==> src/rtl/serial_subtractor_pkg.sv <==
// serial_subtractor_pkg
//   Shared types and constants for the bit-serial subtractor.
//   - state_e       : 2-bit FSM state encoding (IDLE / SHIFT / DONE)
//   - WIDTH_DEFAULT : default operand/result width
package serial_subtractor_pkg;

   localparam int WIDTH_DEFAULT = 8;

   // Prefixed so the enum literals do not collide with the DONE port name.
   typedef enum logic [1:0] {
      ST_IDLE  = 2'd0,
      ST_SHIFT = 2'd1,
      ST_DONE  = 2'd2
   } state_e;

endpackage

==> src/rtl/full_subtractor.sv <==
// full_subtractor
//   1-bit combinational full subtractor: X - Y - BIN.
//   Ports:
//     X    : minuend bit
//     Y    : subtrahend bit
//     BIN  : borrow in
//     DIFF : difference bit
//     BOUT : borrow out
module full_subtractor (
   input  logic X,
   input  logic Y,
   input  logic BIN,
   output logic DIFF,
   output logic BOUT
);

   assign DIFF = X ^ Y ^ BIN;
   // Borrow when X=0,Y=1, or when X==Y and a borrow is already pending.
   assign BOUT = (~X & Y) | (~(X ^ Y) & BIN);

endmodule

==> src/rtl/serial_subtractor.sv <==
// serial_subtractor
//   Bit-serial unsigned subtractor, D = A - B, LSB first, one bit per clock,
//   with a START/BUSY/DONE handshake.
//   Parameters:
//     WIDTH : operand/result width (>= 2)
//   Ports:
//     CLK   : clock, rising edge
//     RST   : asynchronous active-high reset
//     START : request, sampled only in IDLE
//     A, B  : operands, captured on the accepting edge
//     BUSY  : high while bits are being processed
//     DONE  : one-cycle pulse, D/BOUT valid
//     D     : difference mod 2^WIDTH (held until the next accepting edge)
//     BOUT  : final borrow, 1 when A < B
//     OVF   : signed overflow of A - B (only with SERIAL_SUBTRACTOR_OVF_EN)
//   Build option:
//     SERIAL_SUBTRACTOR_OVF_EN : adds the OVF output and its logic.
module serial_subtractor
   import serial_subtractor_pkg::*;
#(
   parameter int WIDTH = WIDTH_DEFAULT
) (
   input  logic             CLK,
   input  logic             RST,
   input  logic             START,
   input  logic [WIDTH-1:0] A,
   input  logic [WIDTH-1:0] B,
   output logic             BUSY,
   output logic             DONE,
   output logic [WIDTH-1:0] D,
   output logic             BOUT
`ifdef SERIAL_SUBTRACTOR_OVF_EN
  ,output logic             OVF
`endif
);

   localparam int CW = $clog2(WIDTH) + 1;

   state_e           state_q, state_d;
   logic [CW-1:0]    cnt_q, cnt_d;
   logic [WIDTH-1:0] a_q, a_d;
   logic [WIDTH-1:0] b_q, b_d;
   logic [WIDTH-1:0] d_q, d_d;
   logic             borrow_q, borrow_d;
   logic             bout_q, bout_d;
   logic             fs_diff, fs_bout;
   logic             last_bit;

   // Single serial cell working on the current LSBs.
   full_subtractor u_fs (
      .X    (a_q[0]),
      .Y    (b_q[0]),
      .BIN  (borrow_q),
      .DIFF (fs_diff),
      .BOUT (fs_bout)
   );

   assign last_bit = (cnt_q == CW'(WIDTH - 1));

   // ---------------- FSM: state register ----------------
   always_ff @(posedge CLK or posedge RST) begin
      if (RST) state_q <= ST_IDLE;
      else     state_q <= state_d;
   end

   // ---------------- FSM: next state ----------------
   always_comb begin
      state_d = state_q;
      case (state_q)
         ST_IDLE:  if (START)    state_d = ST_SHIFT;
         ST_SHIFT: if (last_bit) state_d = ST_DONE;
         ST_DONE:                state_d = ST_IDLE;
         default:                state_d = ST_IDLE;
      endcase
   end

   // ---------------- FSM: outputs ----------------
   always_comb begin
      BUSY = 1'b0;
      DONE = 1'b0;
      case (state_q)
         ST_SHIFT: BUSY = 1'b1;
         ST_DONE:  DONE = 1'b1;
         default: ;
      endcase
   end

   // ---------------- Datapath next state ----------------
   always_comb begin
      cnt_d    = cnt_q;
      a_d      = a_q;
      b_d      = b_q;
      d_d      = d_q;
      borrow_d = borrow_q;
      bout_d   = bout_q;
      case (state_q)
         ST_IDLE: begin
            if (START) begin
               a_d      = A;
               b_d      = B;
               borrow_d = 1'b0;
               cnt_d    = '0;
            end
         end
         ST_SHIFT: begin
            // New bit enters at the MSB; after WIDTH shifts the result is LSB-aligned.
            d_d      = {fs_diff, d_q[WIDTH-1:1]};
            a_d      = a_q >> 1;
            b_d      = b_q >> 1;
            borrow_d = fs_bout;
            cnt_d    = cnt_q + CW'(1);
            if (last_bit) bout_d = fs_bout;
         end
         default: ;
      endcase
   end

   always_ff @(posedge CLK or posedge RST) begin
      if (RST) begin
         cnt_q    <= '0;
         a_q      <= '0;
         b_q      <= '0;
         d_q      <= '0;
         borrow_q <= 1'b0;
         bout_q   <= 1'b0;
      end else begin
         cnt_q    <= cnt_d;
         a_q      <= a_d;
         b_q      <= b_d;
         d_q      <= d_d;
         borrow_q <= borrow_d;
         bout_q   <= bout_d;
      end
   end

   assign D    = d_q;
   assign BOUT = bout_q;

`ifdef SERIAL_SUBTRACTOR_OVF_EN
   logic ovf_q, ovf_d;

   // On the last bit a_q[0]/b_q[0] are the operand MSBs and fs_diff the result MSB.
   always_comb begin
      ovf_d = ovf_q;
      if (state_q == ST_SHIFT && last_bit)
         ovf_d = (a_q[0] != b_q[0]) && (fs_diff != a_q[0]);
   end

   always_ff @(posedge CLK or posedge RST) begin
      if (RST) ovf_q <= 1'b0;
      else     ovf_q <= ovf_d;
   end

   assign OVF = ovf_q;
`endif

endmodule

==> config.mk <==
export PLATFORM = sky130hd
export DESIGN_NAME = serial_subtractor
export DESIGN_NICKNAME = d
export VERILOG_FILES = /design/src/rtl/serial_subtractor_pkg.sv /design/src/rtl/full_subtractor.sv /design/src/rtl/serial_subtractor.sv
export SDC_FILE = /design/constraint.sdc
export NUM_CORES = 1
export LEC_CHECK = 0
export CAP_MARGIN = 40
export CORE_UTILIZATION = 50
export DETAILED_ROUTE_END_ITERATION = 12
export GPL_TIMING_DRIVEN = 0
export PLACE_DENSITY = 0.78
export SLEW_MARGIN = 10
export SYNTH_ARGS = -nofsm -noshare
export SYNTH_HDL_FRONTEND = slang
export SYNTH_SLANG_ARGS = --single-unit
==> constraint.sdc <==
create_clock -name CLK -period 1.4 [get_ports CLK]
set_input_delay 0.28 -clock CLK [delete_from_list [all_inputs] [get_ports CLK]]
set_output_delay 0.28 -clock CLK [all_outputs]
set_load 0.01 [all_outputs]
==> flow_summary.yaml, run 1 <==
layout:
  multi_input_area_um2: 598
  final_layout_size_suffix_gt1_share_pct: 13.8
  layout.nets: 216
  antennaDiodeCount: 0
  area_delta_synth_final_pct: 30.0
  fin_area_um2: 1930
  register_area_um2: 801
  nFillCells: 232
floorplan:
  die_h_um: 56.5
  rows: 19
  ios: 30
  die_area_um2: 3190
  core_um2: 2780
  die_x_um: 56.5
  initial_core_util_pct: 53.4
worst_setup_path:
  worstPathRequired_ns: 1.12
  crit_type: "reg2out"
  crit_chain: "buf_4 -> nor2b_1 -> buf_2"
  ff2ff_path_depth: 6
  endpoint_kind: "output pin"
  reg2reg_from: "state_q[0]$_DFFE_PP0P_"
  arrival_ns: 1.18
  cp-start-kind: "flop"
  crit_path_max_incr_delay_ns: 0.42
  slowest_stage: "dfrtp_1"
  path_max_fanout: 10
  crit_start: "state_q[1]$_DFFE_PP0P_"
timing:
  fmax_mhz: 685
  whs_ns: 0.356
  finalCritPeriodShare_pct: 104
  setup_tns_ns: -0.0601
  setup_viol: 1
  grt_setup_unrepaired: "yes"
  fin_skew_ns: 0.00533
  setup_slack_ns: -0.0601
  slew_headroom_pct: 53.0
  tightest_slew_ns: 0.704
  fin_crit_ns: 1.46
  drv_slew: 0
  finalHoldViolCount: 0
clocking:
  cts_tree: "built"
  path_clk_slew_ns: 0.10
  cts_max_level: 2
  clk_latency_ns: 0.33
  clockBufferDepth: 2
  postCtsHoldBufs: 0
  cts_buffers: 5
  clock_sinks: 32
  root_buffer: "clkbuf_4"
routing:
  drc: 0
  wirelength_um: 3260
  drtIter0Drc: 44
  vias: 1246
  wire_per_inst_um: 14.3
  first_pass_iters: 4
  viasPerCell: 5.49
  ant_nets: 0
yosys:
  muxShareOfSynthArea_pct: 1.35
  syn_avg_cell_area_um2: 9.70
  ys_ff_latch: 32
  synth_xor_area_share_pct: 0
  synth_fp_nets: 174
  synth_top_area_share_pct: 54.0
  synth_top_family_by_area: "simple AND/OR/NAND/NOR gates"
  synth-simple-area-share_pct: 20.3
  synthAdderAreaFrac_pct: 2.19
  syn-cell-area_um2: 1480
  synth_compound_gate_area_share_pct: 16.4
  yosys-top-cells-area: "dfrtp_1 (54%), nand2_1 (11%), o21ai_1 (5.4%)"
  synth_top_area_cell: "dfrtp_1"
  syn_inst: 153
  seq_area_frac_synth_pct: 54.0
  synth.distinct_cells: 26
  yosysWarnings: 0
global_route:
  antenna_found_initial: 0
  grt_usage_pct: 22.7
  first_global_vias: 1228
  grt-ovfl-total: 0
  grt_pass1_wl_um: 5550
  grt_max_degree: 20
power_and_ir_drop:
  vdd_drop_max_v: 0.00149
  p_leak_uw: 0.000932
  cellPowerDensity_nw_per_um2: 2110
placement:
  port_buffers: 29
  placed_area_um2: 1830
  dp_hpwl_um: 2320
  gp_congestion: 0.753
hold_path:
  hold_path.class: "in2async"
flow_run:
  cap_violations: 0
status:
  violations: "setup timing"
  outcome: "finished, violations left"
[power by group]
part,total (uW),switching (uW),internal (uW)
clock,552,304,248
combinational,1940,1020,919
sequential,1570,257,1310
total,4060,1580,2480
[through the flow]
| stage | power [uW] | std cells | util (%) | setup slack, ns |
|---|---|---|---|---|
| finish | 4060 | 227 | 69.4 | -0.0601 |
| global route | 4400 | 227 | 69.4 | -0.112 |
| CTS | 3960 | 223 | 68.1 | -0.0615 |
| detailed placement | 3420 | 214 | 65.7 | -0.279 |
| global placement | 3290 | 213 | 65.2 | -0.283 |
| floorplan | 2730 | 153 | - | 0.279 |
[cell families (layout without fill, tap and decap cells)]
family                   after synthesis  after routing
multiplexers                           2              2
adder cells (fa/ha/maj)                2              2
AO/OA/AOI/OAI                         40             40
buffers and inverters                 15             58
AND/OR/NAND/NOR                       62             62
flip-flops                            32             32
[placed cells by master, fill, tap and decap left out, drive strengths merged]
cell and count:
dfrtp 32, o21ai 18, o21bai 1, clkbuf 9, buf 17, or3 1, inv 5, nor3 1
ha 1, and3b 5, nand2b 2, a21oi 10, mux2i 2, dlygate4sd2 9, fa 1, a22o 2
clkdlybuf4s50 18, nand3 3, nor2 1, nor2b 6, a22oi 9, and2b 1, nand2 42
[synth_stat cells]
cell	count
nand2_1	42
dfrtp_1	32
o21ai_1	16
a21oi_1	10
a22oi_1	9
nor2b_1	6
and3b_1	5
buf_2	5
inv_1	4
nand3_1	3
a22o_1	2
buf_4	2
buf_6	2
mux2i_1	2
o21ai_0	2
and2b_1	1
clkbuf_1	1
fa_1	1
ha_1	1
inv_2	1
nand2b_1	1
nand2b_4	1
nor2_1	1
nor3_2	1
o21bai_4	1
or3_1	1
[area by class of cell]
cell class	instances	area share, %
inverter	5	1.36
multi-input combinational	106	31.0
buffer	9	3.70
tap	31	2.01
clock buffer	8	3.05
sequential	32	41.5
timing repair buffer	36	17.4
[worst max-delay path: cells and delay by family, from the launching register on]
family / cells / cell delay, ns
buffers and inverters: 2 / 0.31
flip-flops: 1 / 0.42
AND/OR/NAND/NOR: 1 / 0.13
[worst paths after layout]
kind                       slack [ns]                  to
setup / recovery                -0.06                DONE
hold / removal                   0.36    D[6]$_DFFE_PP0P_
setup reg to reg                 0.09  b_q[2]$_DFFE_PP0P_
hold reg to reg                  0.49    D[0]$_DFFE_PP0P_
min in group CLK                 0.49    D[0]$_DFFE_PP0P_
max in group asynchronous        0.50  a_q[3]$_DFFE_PP0P_
[routing by layer]
layer	routed length (um)	track usage, %
met1	1430	29.2
met2	1650	37.0
met3	133	5.30
met4	44	9.06
met5	0	0
[sequential cells by signal, summed over array words and instances, names as in the netlist]
signal and count:
state_q 2, b_q 8, borrow_q 1, D 8, a_q 8, BOUT 1, cnt_q 4
[what timing repair did]
item / CTS / global route
pin swaps: 0 / 1
endpoints found under the setup margin: 11 / 5
buffers inserted: 2 / 4
resized for setup: 23 / 1
No activity file was read; power rests on OpenSTA's default activity.
==> inputs of run 2 (changes only) <==
Settings changed: CORE_UTILIZATION 50 to 43, PLACE_DENSITY 0.78 to 0.69.
==> run 2 against run 1 <==
Against the previous run: the run still ends with setup timing left; via count shrank 5.0%; routed wire length shrank 6.1%; sequential share of layout area shrank 1.1 points; non-clock buffer count shrank 1; final cell count grew 5.3%; die area grew 16%; critical endpoint unchanged.
==> flow_summary.yaml, run 2 (synthesis results as in run 1) <==
routing:
  ant_nets: 0
  drc: 0
  drtIter0Drc: 40
  viasPerCell: 4.95
  vias: 1184
  first_pass_iters: 4
  wirelength_um: 3060
  wire_per_inst_um: 12.8
flow_run:
  cap_violations: 0
worst_setup_path:
  worstPathRequired_ns: 1.12
  slowest_stage: "dfrtp_1"
  crit_path_max_incr_delay_ns: 0.43
  cp-start-kind: "flop"
  arrival_ns: 1.14
  path_max_fanout: 8
  endpoint_kind: "output pin"
  worst-path-buf-inv: 2
  cp_common_cell: "buf_6"
  crit_chain: "buf_6 -> nor2b_4 -> buf_6"
  cp_top_family: "flip-flops"
  crit_type: "reg2out"
timing:
  finalHoldViolCount: 0
  setup_tns_ns: -0.0225
  tightest_slew_ns: 0.563
  setup_viol: 1
  fmax_mhz: 703
  grt_setup_unrepaired: "yes"
  fin_skew_ns: 0.0108
  setup_slack_ns: -0.0225
  slew_headroom_pct: 62.4
  drv_slew: 0
  fin_crit_ns: 1.42
  finalCritPeriodShare_pct: 102
layout:
  final_cells: 239
  final_layout_size_suffix_gt1_share_pct: 15.4
  antennaDiodeCount: 0
  area_delta_synth_final_pct: 33.9
  fin_area_um2: 1990
  layout.nets: 215
  final_cell_mix: "nand2_1 (42), dfrtp_1 (31), clkdlybuf4s50_1 (18), o21ai_1 (16), a21oi_1 (10)"
  final_common_cell: "nand2_1"
floorplan:
  initial_core_util_pct: 47.1
  die_area_um2: 3690
  rows: 20
  ios: 30
  core_um2: 3150
  die_h_um: 60.7
  die_x_um: 60.7
global_route:
  grt_usage_pct: 19.7
  first_global_vias: 1151
  grt_pass1_wl_um: 5180
  grt_max_degree: 21
  grt-ovfl-total: 0
  antenna_found_initial: 0
power_and_ir_drop:
  p_switching_uw: 1540
  p_leak_uw: 0.000945
  clkPwrFrac_pct: 16.6
  seqPwrFrac_pct: 38.4
  cellPowerDensity_nw_per_um2: 2080
  p_int_uw: 2600
  vdd_drop_max_v: 0.000908
  switching_share_pct: 37.3
  pwr-share-comb_pct: 45.0
clocking:
  root_buffer: "clkbuf_4"
  path_clk_slew_ns: 0.10
  cts_tree: "built"
  cts_buffers: 5
  postCtsHoldBufs: 0
  clockBufferDepth: 2
  cts_max_level: 2
  clock_sinks: 32
  clk_latency_ns: 0.34
status:
  violations: "setup timing"
  outcome: "finished, violations left"
placement:
  place_ws_ns: -0.268
  port_buffers: 29
  gp_congestion: 0.721
  dp_hpwl_um: 2200
  placed_area_um2: 1860
  dp.cells: 227
hold_path:
  hold_path.class: "in2async"
## run 2: changes by cell type in the layout (fill, tap and decap cells not counted), sizes merged
cell	delta
bufinv	+1
clkbuf	-3
clkinv	+1
## run 2: power groups by stage
stage	clock [uW]	combinational [uW]	sequential, uW
global route	756	2090	1640
global placement	0	1740	1560
finish	688	1860	1590
floorplan	0	1140	1590
CTS	707	1820	1560
detailed placement	0	1820	1590
## run 2: per-layer routing
| metal | vias to the layer above | routed length, um | global-route usage (%) |
|---|---|---|---|
| li1 | 595 | - | - |
| met1 | 566 | 1450 | 24.9 |
| met2 | 17 | 1440 | 32.0 |
| met3 | 6 | 112 | 5.76 |
| met4 | 0 | 46 | 8.12 |
| met5 | - | 0 | 0 |
## run 2: final cells by class
cell class | count | area, um2
clock inverters | 2 | 35.0
flip-flops and latches | 32 | 802
fillers | 307 | 1170
inverters | 5 | 26.3
repair buffers | 37 | 362
plain buffers | 7 | 60.1
multi-input cells | 106 | 606
well taps | 44 | 55.1
clock buffers | 6 | 41.3
## run 2: per-stage QoR
| step | power (uW) | hold WS [ns] | utilization, % |
|---|---|---|---|
| finish | 4140 | 0.283 | 63.0 |
| global route | 4480 | 0.327 | 63.0 |
| CTS | 4090 | 0.299 | 61.5 |
| detailed placement | 3400 | 0.473 | 58.9 |
| global placement | 3300 | 0.461 | 58.0 |
| floorplan | 2730 | 0.396 | - |
## run 2: final timing paths
kind	end	depth (start not counted)	slack [ns]	from
max	DONE	3	-0.02	state_q[1]$_DFFE_PP0P_
min	D[6]$_DFFE_PP0P_	2	0.28	RST
max reg2reg	b_q[5]$_DFFE_PP0P_	5	0.11	state_q[0]$_DFFE_PP0P_
min reg2reg	D[0]$_DFFE_PP0P_	2	0.49	D[0]$_DFFE_PP0P_
max in group asynchronous	state_q[0]$_DFFE_PP0P_	3	0.61	RST
min in group CLK	D[0]$_DFFE_PP0P_	2	0.49	D[0]$_DFFE_PP0P_
## run 2: what timing repair did
| item | in CTS | in global routing |
|---|---|---|
| setup endpoints to repair | 11 | 9 |
| resized for setup | 23 | 6 |
| pin swaps | 0 | 1 |
| gates cloned | 0 | 0 |
| buffers inserted | 2 | 5 |
## run 2: worst reg2reg max path, cell delays in order, from the launching register on
cell and delay (ns):
dfrtp_2 0.46, buf_4 0.18, o21bai_4 0.25, buf_6 0.19
nand2_1 0.06, o21ai_1 0.08
==> inputs of run 3 (changes only) <==
Settings changed: CORE_MARGIN from default to 2.
==> run 3 against run 2 <==
Against the previous run: the flow still finishes with violations (setup timing); core utilization fell by 2.8 points; via count up 4.6%; total power up 0.19%; first-iteration DRC count is 68% higher; routed wire length up 8.1%; maximum frequency decreased by 0.49%; largest cell class unchanged; highest routed layer unchanged.
==> flow_summary.yaml, run 3 (synthesis results as in run 1) <==
layout:
  nFillCells: 301
  multi_input_area_um2: 598
  antennaDiodeCount: 0
  layout.nets: 222
  final_layout_size_suffix_gt1_share_pct: 17.8
  register_area_um2: 802
  final_common_cell: "nand2_1"
  final_cell_mix: "nand2_1 (42), dfrtp_1 (31), clkdlybuf4s50_1 (18), o21ai_1 (16), buf_4 (13)"
  area_delta_synth_final_pct: 35.4
  fin_area_um2: 2010
routing:
  ant_nets: 0
  first_pass_iters: 4
  wirelength_um: 3300
  wire_per_inst_um: 13.3
  vias: 1238
  drc: 0
  viasPerCell: 4.99
  drtIter0Drc: 67
global_route:
  grt-ovfl-total: 0
  grt_max_degree: 19
  grt_pass1_wl_um: 5730
  grt_usage_pct: 18.8
  first_global_vias: 1229
  antenna_found_initial: 0
worst_setup_path:
  crit_type: "reg2out"
  path_max_fanout: 10
  endpoint_kind: "output pin"
  ff2ff_path_depth: 5
  reg2reg_from: "state_q[0]$_DFFE_PP0P_"
  arrival_ns: 1.15
  r2r_end: "b_q[1]$_DFFE_PP0P_"
  worstPathRequired_ns: 1.12
  cp-start-kind: "flop"
  rrSetupSlack_ns: 0.07
floorplan:
  rows: 21
  die_area_um2: 3940
  ios: 30
  die_x_um: 62.7
  initial_core_util_pct: 44.5
  die_h_um: 62.7
  core_um2: 3340
timing:
  setup_viol: 1
  tightest_slew_ns: 0.650
  setup_slack_ns: -0.0295
  slew_headroom_pct: 56.6
  fmax_mhz: 700
  drv_slew: 0
  fin_crit_ns: 1.43
  finalHoldViolCount: 0
  finalCritPeriodShare_pct: 102
  setup_tns_ns: -0.0295
  grt_setup_unrepaired: "yes"
  fin_skew_ns: 0.00863
clocking:
  cts_max_level: 2
  cts_buffers: 5
  clk_latency_ns: 0.33
  path_clk_slew_ns: 0.09
  cts_tree: "built"
  clockBufferDepth: 2
  clock_sinks: 32
  root_buffer: "clkbuf_4"
power_and_ir_drop:
  p_total_uw: 4150
  p_leak_uw: 0.000970
  cellPowerDensity_nw_per_um2: 2060
  vdd_drop_max_v: 0.00114
status:
  outcome: "finished, violations left"
  violations: "setup timing"
placement:
  place_ws_ns: -0.272
  placed_area_um2: 1860
  port_buffers: 29
  gp_congestion: 0.772
  dp_hpwl_um: 2310
flow_run:
  cap_violations: 0
hold_path:
  hold_path.class: "in2async"
[run 3: what timing repair did]
item | in CTS | in global routing
setup endpoints to repair | 11 | 14
setup buffers | 5 | 8
hold endpoints to repair | 0 | 0
resized for setup | 23 | 3
pin swaps | 1 | 1
hold buffers | 0 | 0
[run 3: where the power goes]
| group | leakage (uW) | switching (uW) | total [uW] | internal, uW |
|---|---|---|---|---|
| combinational | 0.000521 | 1010 | 2010 | 1010 |
| sequential | 0.000411 | 278 | 1600 | 1320 |
| clock | 0.0000380 | 303 | 541 | 239 |
[run 3: worst max-delay path by stage]
stage                                     to  cells past startpoint                    from  slack (ns)
after floorplan                         DONE                      3  state_q[0]$_DFFE_PP0P_        0.28
after global placement    a_q[6]$_DFFE_PP0P_                      2                     RST       -0.29
after detailed placement                BUSY                      5  state_q[0]$_DFFE_PP0P_       -0.27
after CTS                               DONE                      4  state_q[0]$_DFFE_PP0P_       -0.08
after global routing                    DONE                      3  state_q[1]$_DFFE_PP0P_       -0.09
final                                   DONE                      3  state_q[1]$_DFFE_PP0P_       -0.03
[run 3: through the flow]
stage / util (%) / hold WS [ns] / cells
floorplan: - / 0.396 / 153
global placement: 54.9 / 0.460 / 228
detailed placement: 55.7 / 0.472 / 229
CTS: 58.4 / 0.346 / 241
global route: 60.2 / 0.357 / 248
finish: 60.2 / 0.337 / 248
[run 3: layer usage]
layer | global-route usage [%] | up-vias | routed length, um
li1 | - | 613 | -
met1 | 22.1 | 599 | 1420
met2 | 32.3 | 17 | 1700
met3 | 4.50 | 9 | 97
met4 | 9.17 | 0 | 80
met5 | 0 | - | 0
[run 3: area by class of cell]
type,count,area share [%]
Buffer,8,2.99
Timing Repair Buffer,43,20.1
Clock inverter,2,0.498
Inverter,5,1.31
Tap cell,46,2.86
Sequential cell,32,39.9
Multi-Input combinational cell,106,29.8
Clock buffer,6,2.55
[run 3: worst max-delay path, stage by stage, from the launching register on]
cell and delay, ns:
dfrtp_1 0.42, buf_6 0.15, nor2b_1 0.12, buf_2 0.13
